File: src/rtl/apb_pkg.sv
// Shared APB definitions: phase encodings and requester count, used by the
// arbitrating master and by the APB bridge.
package apb_pkg;

  localparam int NUM_REQ   = 2;
  localparam int CNT_WIDTH = 8;

  typedef enum logic [1:0] {
    IDLE   = 2'b00,
    SETUP  = 2'b01,
    ACCESS = 2'b10
  } apb_state_e;

endpackage : apb_pkg

File: src/rtl/rr_arb2.sv
// Two-input round-robin picker: a lone requester wins; on a tie the one that
// did not win last time is chosen. Purely combinational, one-hot output.
module rr_arb2
  import apb_pkg::*;
(
  input  logic [NUM_REQ-1:0] req_i,
  input  logic               last_grant_i,
  output logic [NUM_REQ-1:0] gnt_o
);

  // NOTE: assigning a default before the case keeps this block latch-free.
  always_comb begin
    gnt_o = '0;
    case (req_i)
      2'b01:   gnt_o = 2'b01;
      2'b10:   gnt_o = 2'b10;
      2'b11:   gnt_o = last_grant_i ? 2'b01 : 2'b10;
      default: gnt_o = '0;
    endcase
  end

endmodule : rr_arb2

File: src/rtl/apb_master_arb.sv
// Two-requester APB master: arbitrates, runs SETUP/ACCESS with a wait-state
// timeout, and returns a one-cycle response to the granted requester.
module apb_master_arb
  import apb_pkg::*;
#(
  parameter int ADDR_WIDTH = 8,
  parameter int DATA_WIDTH = 8,
  parameter int TIMEOUT    = 15
) (
  input  logic                          pclk,
  input  logic                          prstn,
  input  logic [NUM_REQ-1:0]            req_valid,
  output logic [NUM_REQ-1:0]            req_ready,
  input  logic [NUM_REQ-1:0]            req_write,
  input  logic [NUM_REQ*ADDR_WIDTH-1:0] req_addr,
  input  logic [NUM_REQ*DATA_WIDTH-1:0] req_wdata,
  output logic [NUM_REQ-1:0]            rsp_valid,
  output logic [DATA_WIDTH-1:0]         rsp_rdata,
  output logic                          rsp_err,
  output logic [ADDR_WIDTH-1:0]         paddr,
  output logic                          psel,
  output logic                          penable,
  output logic                          pwrite,
  output logic [DATA_WIDTH-1:0]         pwdata,
  input  logic                          pready,
  input  logic [DATA_WIDTH-1:0]         prdata,
  input  logic                          pslverr
);

  localparam logic [CNT_WIDTH-1:0] TIMEOUT_LAST = CNT_WIDTH'(TIMEOUT - 1);

  apb_state_e            state_q;
  logic                  last_grant_q;
  logic [CNT_WIDTH-1:0]  wait_cnt_q;
  logic [CNT_WIDTH-1:0]  wait_cnt_d;
  logic [NUM_REQ-1:0]    req_ready_q;
  logic [NUM_REQ-1:0]    rsp_valid_q;
  logic [DATA_WIDTH-1:0] rsp_rdata_q;
  logic                  rsp_err_q;
  logic [ADDR_WIDTH-1:0] paddr_q;
  logic                  psel_q;
  logic                  penable_q;
  logic                  pwrite_q;
  logic [DATA_WIDTH-1:0] pwdata_q;

  logic [NUM_REQ-1:0]    gnt;
  logic                  gnt_idx;
  logic                  timeout_hit;

  rr_arb2 u_rr_arb2 (
    .req_i        (req_valid),
    .last_grant_i (last_grant_q),
    .gnt_o        (gnt)
  );

  assign gnt_idx     = gnt[1];
  assign wait_cnt_d  = wait_cnt_q + CNT_WIDTH'(1);
  assign timeout_hit = (wait_cnt_q == TIMEOUT_LAST);

  // NOTE: sequential state uses non-blocking assignments only; reset is
  // synchronous, so every register is cleared inside the clocked branch.
  always_ff @(posedge pclk) begin
    if (!prstn) begin
      state_q      <= IDLE;
      last_grant_q <= 1'b1;
      wait_cnt_q   <= '0;
      req_ready_q  <= '0;
      rsp_valid_q  <= '0;
      rsp_rdata_q  <= '0;
      rsp_err_q    <= 1'b0;
      paddr_q      <= '0;
      psel_q       <= 1'b0;
      penable_q    <= 1'b0;
      pwrite_q     <= 1'b0;
      pwdata_q     <= '0;
    end else begin
      req_ready_q <= '0;
      rsp_valid_q <= '0;
      case (state_q)
        IDLE: begin
          wait_cnt_q <= '0;
          // A grant pulse was just issued: the following edge opens SETUP.
          if (|req_ready_q) begin
            state_q <= SETUP;
            psel_q  <= 1'b1;
          end else if (|req_valid) begin
            req_ready_q  <= gnt;
            last_grant_q <= gnt_idx;
            pwrite_q     <= req_write[gnt_idx];
            paddr_q      <= gnt_idx ? req_addr[ADDR_WIDTH +: ADDR_WIDTH]
                                    : req_addr[0 +: ADDR_WIDTH];
            pwdata_q     <= gnt_idx ? req_wdata[DATA_WIDTH +: DATA_WIDTH]
                                    : req_wdata[0 +: DATA_WIDTH];
          end
        end
        SETUP: begin
          wait_cnt_q <= '0;
          state_q    <= ACCESS;
          penable_q  <= 1'b1;
        end
        ACCESS: begin
          // pready takes priority over a timeout landing in the same cycle.
          if (pready || timeout_hit) begin
            state_q     <= IDLE;
            psel_q      <= 1'b0;
            penable_q   <= 1'b0;
            wait_cnt_q  <= '0;
            rsp_valid_q <= {last_grant_q, ~last_grant_q};
            rsp_err_q   <= pready ? pslverr : 1'b1;
            rsp_rdata_q <= (pready && !pwrite_q) ? prdata : '0;
          end else begin
            wait_cnt_q <= wait_cnt_d;
          end
        end
        default: begin
          state_q    <= IDLE;
          psel_q     <= 1'b0;
          penable_q  <= 1'b0;
          wait_cnt_q <= '0;
        end
      endcase
    end
  end

  assign req_ready = req_ready_q;
  assign rsp_valid = rsp_valid_q;
  assign rsp_rdata = rsp_rdata_q;
  assign rsp_err   = rsp_err_q;
  assign paddr     = paddr_q;
  assign psel      = psel_q;
  assign penable   = penable_q;
  assign pwrite    = pwrite_q;
  assign pwdata    = pwdata_q;

endmodule : apb_master_arb

File: config.mk
export PLATFORM = sky130hd
export DESIGN_NAME = apb_master_arb
export DESIGN_NICKNAME = d
export VERILOG_FILES = /design/src/rtl/apb_pkg.sv /design/src/rtl/rr_arb2.sv /design/src/rtl/apb_master_arb.sv
export SDC_FILE = /design/constraint.sdc
export NUM_CORES = 1
export LEC_CHECK = 0
export BUFFER_PORTS_ARGS = -buffer_cell sky130_fd_sc_hd__buf_2
export CAP_MARGIN = 5
export CORE_UTILIZATION = 47
export CTS_CLUSTER_SIZE = 10
export DETAILED_ROUTE_END_ITERATION = 16
export PLACE_DENSITY = 0.78
export REMOVE_ABC_BUFFERS = 1
export SETUP_SLACK_MARGIN = 0.3
export SLEW_MARGIN = 20
export SYNTH_ARGS = -nofsm -noshare
export SYNTH_HDL_FRONTEND = slang
export SYNTH_HIERARCHICAL = 1
export SYNTH_SLANG_ARGS = --single-unit
File: constraint.sdc
create_clock -name pclk -period 1.8 [get_ports pclk]
set_input_delay 0.09 -clock pclk [delete_from_list [all_inputs] [get_ports pclk]]
set_output_delay 0.09 -clock pclk [all_outputs]
set_load 0.005 [all_outputs]
==> impl_summary.md, run 1 <==
Yosys
The sequential share of the synthesized area is roughly 45%. After synthesis the cells add up to just under 0.002 mm2. The post-synthesis sequential element count is 43. The gate count after technology mapping is slightly above 200. Among all flip-flop cells after synthesis, the most frequent one is dfxtp_1.

The count of cell types in the netlist is just over 40. The synthesis warning total is 6. After synthesis, the share of flip-flops with an asynchronous set or reset is 0%. The average size of a mapped cell is ~9.4 um2.

Counting flops with a built-in enable in the synthesized netlist gives 0.

Clock network
TritonCTS built the clock tree. The root buffer cell chosen for the clock tree is clkbuf_8. For the worst-skew pair, the clock arrives at the later sink with an insertion delay of between 0.2 and 0.3 ns.

The hold-fix buffer count after cts is 0. Clock tree synthesis inserted a total of 5 buffers. The H-tree was split into 2 levels. The number of buffers on the longest clock path is 2. The number of clock sinks is 43. Clock-pin slew was measured on the worst setup and hold paths at 0.08 ns.

Global route
The maximum number of pins on one net before global-route repair is 21. The total overflow left after global routing is 0. The global router's overall resource usage is approximately a fifth. The first global-routing pass estimated ~7100 um of wire.

The via count of the first global-routing pass is between 1.5k and 2k. The initial antenna violation count was 0.

Routing
Once detail routing completed, the nets flagged for antenna violations numbered 0. Dividing the detail-routed via count by the number of cells gives between 5 and 6. After detailed routing, the average wire length per cell comes to between 10 and 15 um.

The via count of the routed design is ~1.8k. The number of DRC markers after the initial detailed-route iteration is 92. For this block, the routed nets add up to between 4000 and 5000 um of wire. For this run, design rule violations remaining after detail routing come to 0. Before antenna repair, the detailed router went through 4 iterations.

Place
Input and output buffers added on the ports amount to 79. After legalization and detailed placement, the total HPWL measured 2980 um. At the placement stage, the worst setup path has a slack of roughly 0.26 ns. The placer's final routability congestion estimate is 0.689.

Once placement finished, the instance area stood at 0.00237 mm2.

Cells and area
The antenna diode instance count is 0. From synthesis to final layout, the design area changed by 30.3%. The final layout contains 337 nets. The fraction of the core area covered by cells at the end of the flow is about two thirds. With fillers left out, the area of the finished cells amounts to 0.00251 mm2. The fraction of layout instances using a drive strength above 1 is a little under two fifths.

After filler insertion, the fill cell instance count of the layout stands at 310.

STA
The relative slew slack is slightly above 60%. Subtracting the final worst setup slack from the clock period gives roughly 1.5 ns. Setup repair after global routing could not meet its margin everywhere. The number of endpoints with negative hold slack in the final report is 0. Of the available clock period, the critical path in the final layout requires slightly above 80%. For this run, the top clock speed supported by timing is about 690 MHz.

The final max-slew violation count is 0. The final number of setup-violating endpoints is 0. The final setup skew is 0.00834 ns.

The tightest hold path in the finished design has a slack of ~0.026 ns. At the pin with the least slew margin, the transition time is ~0.56 ns. The post-layout worst setup margin is ~0.35 ns.

Worst setup path
The launching point of the worst reg2reg path is wait_cnt_q[7]. The worst register-to-register path has a setup slack of about 0.35 ns. Counting cells, the worst reg-to-reg path comes to 4. By startpoint and endpoint, the worst setup path is classified as flop to flop. The reg-to-reg endpoint is rsp_valid[0]. The required time at the endpoint of the critical path is approximately 2.0 ns. Data arrives at the worst endpoint at between 1.5 and 2 ns. STA classifies the critical path startpoint as a flop. The kind of capture point of the worst setup path is a flop. The maximum fanout encountered on the critical timing path is 9.

Floorplan
The die is between 60 and 70 um tall. The die outline width is ~66 um. The initial cell density of the core is between 50 and 60%. The number of rows in the core area is 22.

The die covers ~0.0044 mm2. For this design the top-level I/O count stands at 80. The area of the placeable core is 0.00380 mm2.

Hold path
Counting instances, the worst hold path has a depth of 3. In this run the most critical hold path is launched from prdata[3]. The tightest min-delay check is of the primary input to flop type. The path with the worst hold slack has its endpoint at rsp_rdata[3].

Power and ir drop
The maximum ir drop on the vdd rail is about 460 uV. The power per cell area is about 900 mW/mm2. The static power due to leakage is roughly 0.0011 uW.

Run
The count of max-cap constraint violations is 0.

Outcome
The flow ran to the end, and the final reports show no timing, DRC or antenna violations.
[critical path, cell delays in order, from the launching register on]
cell and delay, ns:
dfxtp_1 0.32, or4_4 0.58, o21ai_4 0.20, buf_6 0.15, and3_1 0.15
[through the flow]
| step | total power, uW | setup TNS, ns | cells |
|---|---|---|---|
| global placement | 1550 | 0 | 326 |
| floorplan | 1350 | -18.31 | 190 |
| CTS | 2240 | 0 | 334 |
| detailed placement | 1560 | 0 | 326 |
| finish | 2220 | 0 | 336 |
| global route | 2330 | 0 | 336 |
[routing by layer]
metal	wire length (um)	part of all wire (%)	vias to the layer above	track usage (%)
li1	-	-	919	-
met1	1880	45	814	24.8
met2	1990	47	63	37.2
met3	252	6.0	7	4.31
met4	69	1.6	0	7.98
met5	0	0	-	0
[cell usage in the layout (no fill, tap or decap), drive strengths merged, types with 2 or more instances in the layout]
master / instances
mux2i: 17
ha: 2
nand2: 10
clkbuf: 7
a211oi: 17
nor2: 6
buf: 90
o21ai: 6
or3: 4
nand3: 22
o211ai: 10
xor2: 2
and3: 4
a21boi: 2
or2: 2
a21oi: 20
dfxtp: 43
nor4: 2
inv: 5
nand2b: 3
[worst max path at each step]
| stage | startpoint | end | slack, ns | cells past startpoint |
|---|---|---|---|---|
| floorplan | last_grant_q | paddr[5] | -1.03 | 3 |
| global placement | wait_cnt_q[4] | rsp_rdata[4] | 0.30 | 4 |
| detailed placement | wait_cnt_q[4] | rsp_rdata[2] | 0.26 | 4 |
| CTS | wait_cnt_q[4] | rsp_rdata[2] | 0.30 | 4 |
| global route | wait_cnt_q[7] | rsp_rdata[2] | 0.27 | 4 |
| finish | wait_cnt_q[7] | rsp_valid[0] | 0.35 | 4 |
[logic make-up (layout without fill, tap and decap cells)]
family,after synthesis,in the layout,share of synthesized area [%]
and+or+nand+nor,60,60,17.4
buffers and inverters,21,104,6.03
adders and majority gates,2,2,1.30
xor gates and xnor gates,3,3,1.36
muxes,18,18,9.40
AOI/OAI and AO/OA,58,58,19.9
DFF,43,43,44.6
[where the power goes]
group / internal (uW) / total, uW / switching [uW]
sequential: 1040 / 1090 / 54.7
clock: 349 / 678 / 329
combinational: 230 / 454 / 224
[cells in the mapped netlist (2+ instances only)]
library cell | number | area (um2)
xor2_1 | 2 | 17.5
clkbuf_1 | 6 | 22.5
mux2i_1 | 17 | 170
buf_2 | 2 | 10.0
ha_1 | 2 | 25.0
a211oi_1 | 16 | 120
buf_4 | 3 | 22.5
nand2b_1 | 3 | 18.8
and3_1 | 4 | 25.0
nand2_1 | 10 | 37.5
o211ai_1 | 9 | 67.6
buf_6 | 3 | 33.8
or2_2 | 2 | 12.5
nor2_1 | 6 | 22.5
or3_1 | 4 | 25.0
o21ai_0 | 5 | 25.0
a21oi_1 | 20 | 100
dfxtp_1 | 43 | 861
inv_1 | 5 | 18.8
nand3_1 | 22 | 110
[timing repair]
item                                    4_1_cts  5_1_grt
endpoints found under the setup margin       17       17
buffers inserted                              0        2
pin swaps                                     1        2
gates resized for setup                       3        0
endpoints found under the hold margin         0        0
[final cells by class]
cell class,count,area [um2],area share (%)
timing repair buffer,90,494,19.7
tap,48,60.1,2.39
sequential,43,861,34.2
multi-input combinational,141,972,38.7
clock buffer,7,96.3,3.83
inverter,6,22.5,0.896
clock inverter,1,7.51,0.299
[flip-flops by register name, indices dropped and copies added, names as in the netlist]
signal	count
psel	1
penable	1
rsp_rdata	8
pwrite	1
paddr	8
req_ready	2
last_grant_q	1
pwdata	8
rsp_err	1
rsp_valid	2
wait_cnt_q	8
state_q	2
(Power assumes the default switching activity.)
==> run 2, diff against run 1 <==
--- a/config.mk
+++ b/config.mk
@@ -7,10 +7,10 @@
 export LEC_CHECK = 0
 export BUFFER_PORTS_ARGS = -buffer_cell sky130_fd_sc_hd__buf_2
 export CAP_MARGIN = 5
-export CORE_UTILIZATION = 47
+export CORE_UTILIZATION = 43
 export CTS_CLUSTER_SIZE = 10
 export DETAILED_ROUTE_END_ITERATION = 16
-export PLACE_DENSITY = 0.78
+export PLACE_DENSITY = 0.76
 export REMOVE_ABC_BUFFERS = 1
 export SETUP_SLACK_MARGIN = 0.3
 export SLEW_MARGIN = 20
==> constraint.sdc (replaced) <==
create_clock -name pclk -period 1.2 [get_ports pclk]
set_input_delay 0.06 -clock pclk [delete_from_list [all_inputs] [get_ports pclk]]
set_output_delay 0.06 -clock pclk [all_outputs]
set_load 0.005 [all_outputs]
==> run 2 against run 1 <==
Effect of this change: the run now ends with setup timing left; combinational power increased by 150%; sequential share of layout area decreased by 5.0 points; critical path depth unchanged; register-to-register slack got worse by 0.56 ns.
==> impl_summary.md, run 2 (synthesis results as in run 1) <==
STA
The relative slew slack is between 60% and 70%. The final max-slew violation count is 0. The worst path in the final design needs a cycle of between 1 and 1.5 ns, including I/O delays and setup.

Setup repair after global routing could not meet its margin everywhere. The final number of setup-violating endpoints is 42. On the final layout, the worst clock skew is approximately 0.0054 ns. At the pin with the least slew margin, the transition time is around 0.55 ns. The share of the clock period used by the worst path after layout is 118%. The number of endpoints with negative hold slack in the final report is 0. The minimum hold slack is between 0.002 and 0.0025 ns. Summed over all failing endpoints, the final setup total negative slack is -6.25 ns. In the post-route analysis, the smallest setup slack over all paths is -0.215 ns. For this run, the top clock speed supported by timing is approximately 710 MHz.

Clock network
TritonCTS built the clock tree. The CTS clock-pin slew for the worst setup and hold paths is 0.07 ns. The clock latency on the worst-skew pair is roughly 0.30 ns. The number of H-tree branching levels is 2.

The number of buffers on the longest clock path is 2. Counting every sink on the clock net gives 43. The buffer type at the clock tree root is clkbuf_8. The CTS buffer count is 5. In this run, post-CTS hold repair placed 0 buffers.

Place
The placer's final routability congestion estimate is slightly below 0.8. The number of input and output port buffers inserted is 79. After detailed placement, the design holds a cell count of between 300 and 400. The detailed-placement wirelength estimate is 3500 um.

Power and ir drop
The static power due to leakage is roughly 0.0013 uW. The fraction of power spent switching nets is 29.5%. The power per cell area is 1260 mW/mm2.

Summed over all nets, the switching power comes to approximately 1100 uW. The maximum ir drop on the vdd rail is between 1000 and 1500 uV. The clock network is responsible for 26.6% of the overall power. Internal power comes to 2660 uW. Sequential cells account for a little over two fifths of the total power. The combinational group share of total power is slightly below 30%.

Cells and area
The most common cell after layout, fill and taps aside is buf_2. 0 antenna diodes ended up in the layout. From synthesis to final layout, the design area changed by 55.6%. Leaving out filler cells and counting taps, the final layout contains about 370. In the layout the commonest cells are buf_2, dfxtp_1, nand3_1, buf_4.

The fraction of layout instances using a drive strength above 1 is between 50 and 60%. The number of nets in the final layout is between 300 and 400. The fill cell total of the finished layout is between 200 and 300.

Outcome
The final reports fail on setup timing. The run finished, with violations left.

Global route
The via count of the first global-routing pass is around 1.9k. The total overflow left after global routing is 0. The initial antenna violation count is 0. Entering global routing, the biggest net connects 18 pins.

The first-pass GRT wire length is 8600 um. The global router's overall resource usage is 24.4%.

Routing
Detailed routing inserted a total of 2030 vias. After detailed routing, the number of remaining DRC violations is 0. In this run the remaining antenna-violating nets after routing total 0. The average via count per standard cell is 5.53. For this block, the initial DRC count from the detailed router was about 130. The routed design has roughly 5800 um of wire.

After detailed routing, the average wire length per cell comes to 15.9 um. The number of iterations in the first detailed-routing pass is 4.

Hold path
The kind of path behind the tightest hold check is primary input to flop. The launch instance of the worst min-delay path is prdata[3].

Floorplan
The area of the placeable core is 0.00414 mm2. The floorplan step defined a die boundary enclosing about 0.0048 mm2. In this run the count of I/O pins placed on the die edge is 80. In this run the core area contains 23 standard-cell rows. The die outline width is around 69 um. The initial utilization of the core area, before any placement, comes to between 40% and 50%. The vertical die dimension is approximately 70 um.

Worst setup path
The startpoint type of the worst setup path is a flop. The required time at the endpoint of the critical path is about 1.4 ns. The worst path arrival time is 1.60 ns.

Traced cell by cell, the critical path runs through or4_4 -> o211ai_2 -> buf_6 -> a21oi_1. The maximum fanout encountered on the critical timing path is 9. In this run the critical register-to-register path is launched from wait_cnt_q[4].

The kind of capture point of the worst setup path is a flop. On the worst path, the slowest cell contributes a delay of approximately 0.56 ns. The critical path starts at wait_cnt_q[4]. The setup slack on the worst flop-to-flop path is -0.22 ns.

The slowest stage cell on the critical path is or4_4. The critical path in this run is classified as flop to flop.

Run
The tool flagged a number of max-cap violations equal to 0.
run 2: area by class of cell:
cell class | instances | area (um2) | area share [%]
well taps | 50 | 62.6 | 2.08
flip-flops and latches | 43 | 877 | 29.2
multi-input cells | 144 | 1160 | 38.7
clock buffers | 8 | 100 | 3.33
repair buffers | 116 | 779 | 26.0
inverters | 6 | 22.5 | 0.750
run 2: power groups by stage:
stage | Clock [uW] | Sequential [uW] | Combinational [uW]
6_report | 1000 | 1650 | 1120
5_1_grt | 1080 | 1660 | 1200
4_1_cts | 1010 | 1640 | 1010
3_5_place_dp | 0 | 1660 | 750
3_3_place_gp | 0 | 1650 | 730
2_1_floorplan | 0 | 1670 | 349
run 2: worst paths after layout:
check                       end  depth (start not counted)
setup / recovery  wait_cnt_q[6]                          4
hold / removal     rsp_rdata[3]                          3
setup reg to reg  wait_cnt_q[6]                          4
hold reg to reg    rsp_rdata[4]                          2
run 2: worst max-delay path, delay by kind of cell, from the launching register on:
family	cells	cell delay [ns]
AO/OA/AOI/OAI	2	0.26
buffers and inverters	1	0.16
flip-flops	1	0.32
AND/OR/NAND/NOR	1	0.56
run 2: timing repair:
item	4_1_cts	5_1_grt
resized for setup	51	16
buffers inserted	3	2
cloned	4	0
setup endpoints to repair	46	46
pin swaps	29	4
run 2: metrics by stage:
stage / setup slack [ns] / utilization [%] / cell area, um2 / total power [uW]
5_1_grt: -0.262 / 72.5 / 3000 / 3940
2_1_floorplan: -1.63 / - / 1840 / 2020
3_5_place_dp: -0.234 / 61.7 / 2550 / 2410
4_1_cts: -0.214 / 70.3 / 2910 / 3660
6_report: -0.215 / 72.5 / 3000 / 3780
3_3_place_gp: -0.189 / 61.7 / 2550 / 2380
run 2: routing by layer:
layer / track usage, % / vias up / part of all wire [%]
li1: - / 974 / -
met1: 28.2 / 980 / 43
met2: 44.1 / 69 / 52
met3: 4.28 / 7 / 3.8
met4: 9.69 / 0 / 1.7
met5: 0 / - / 0
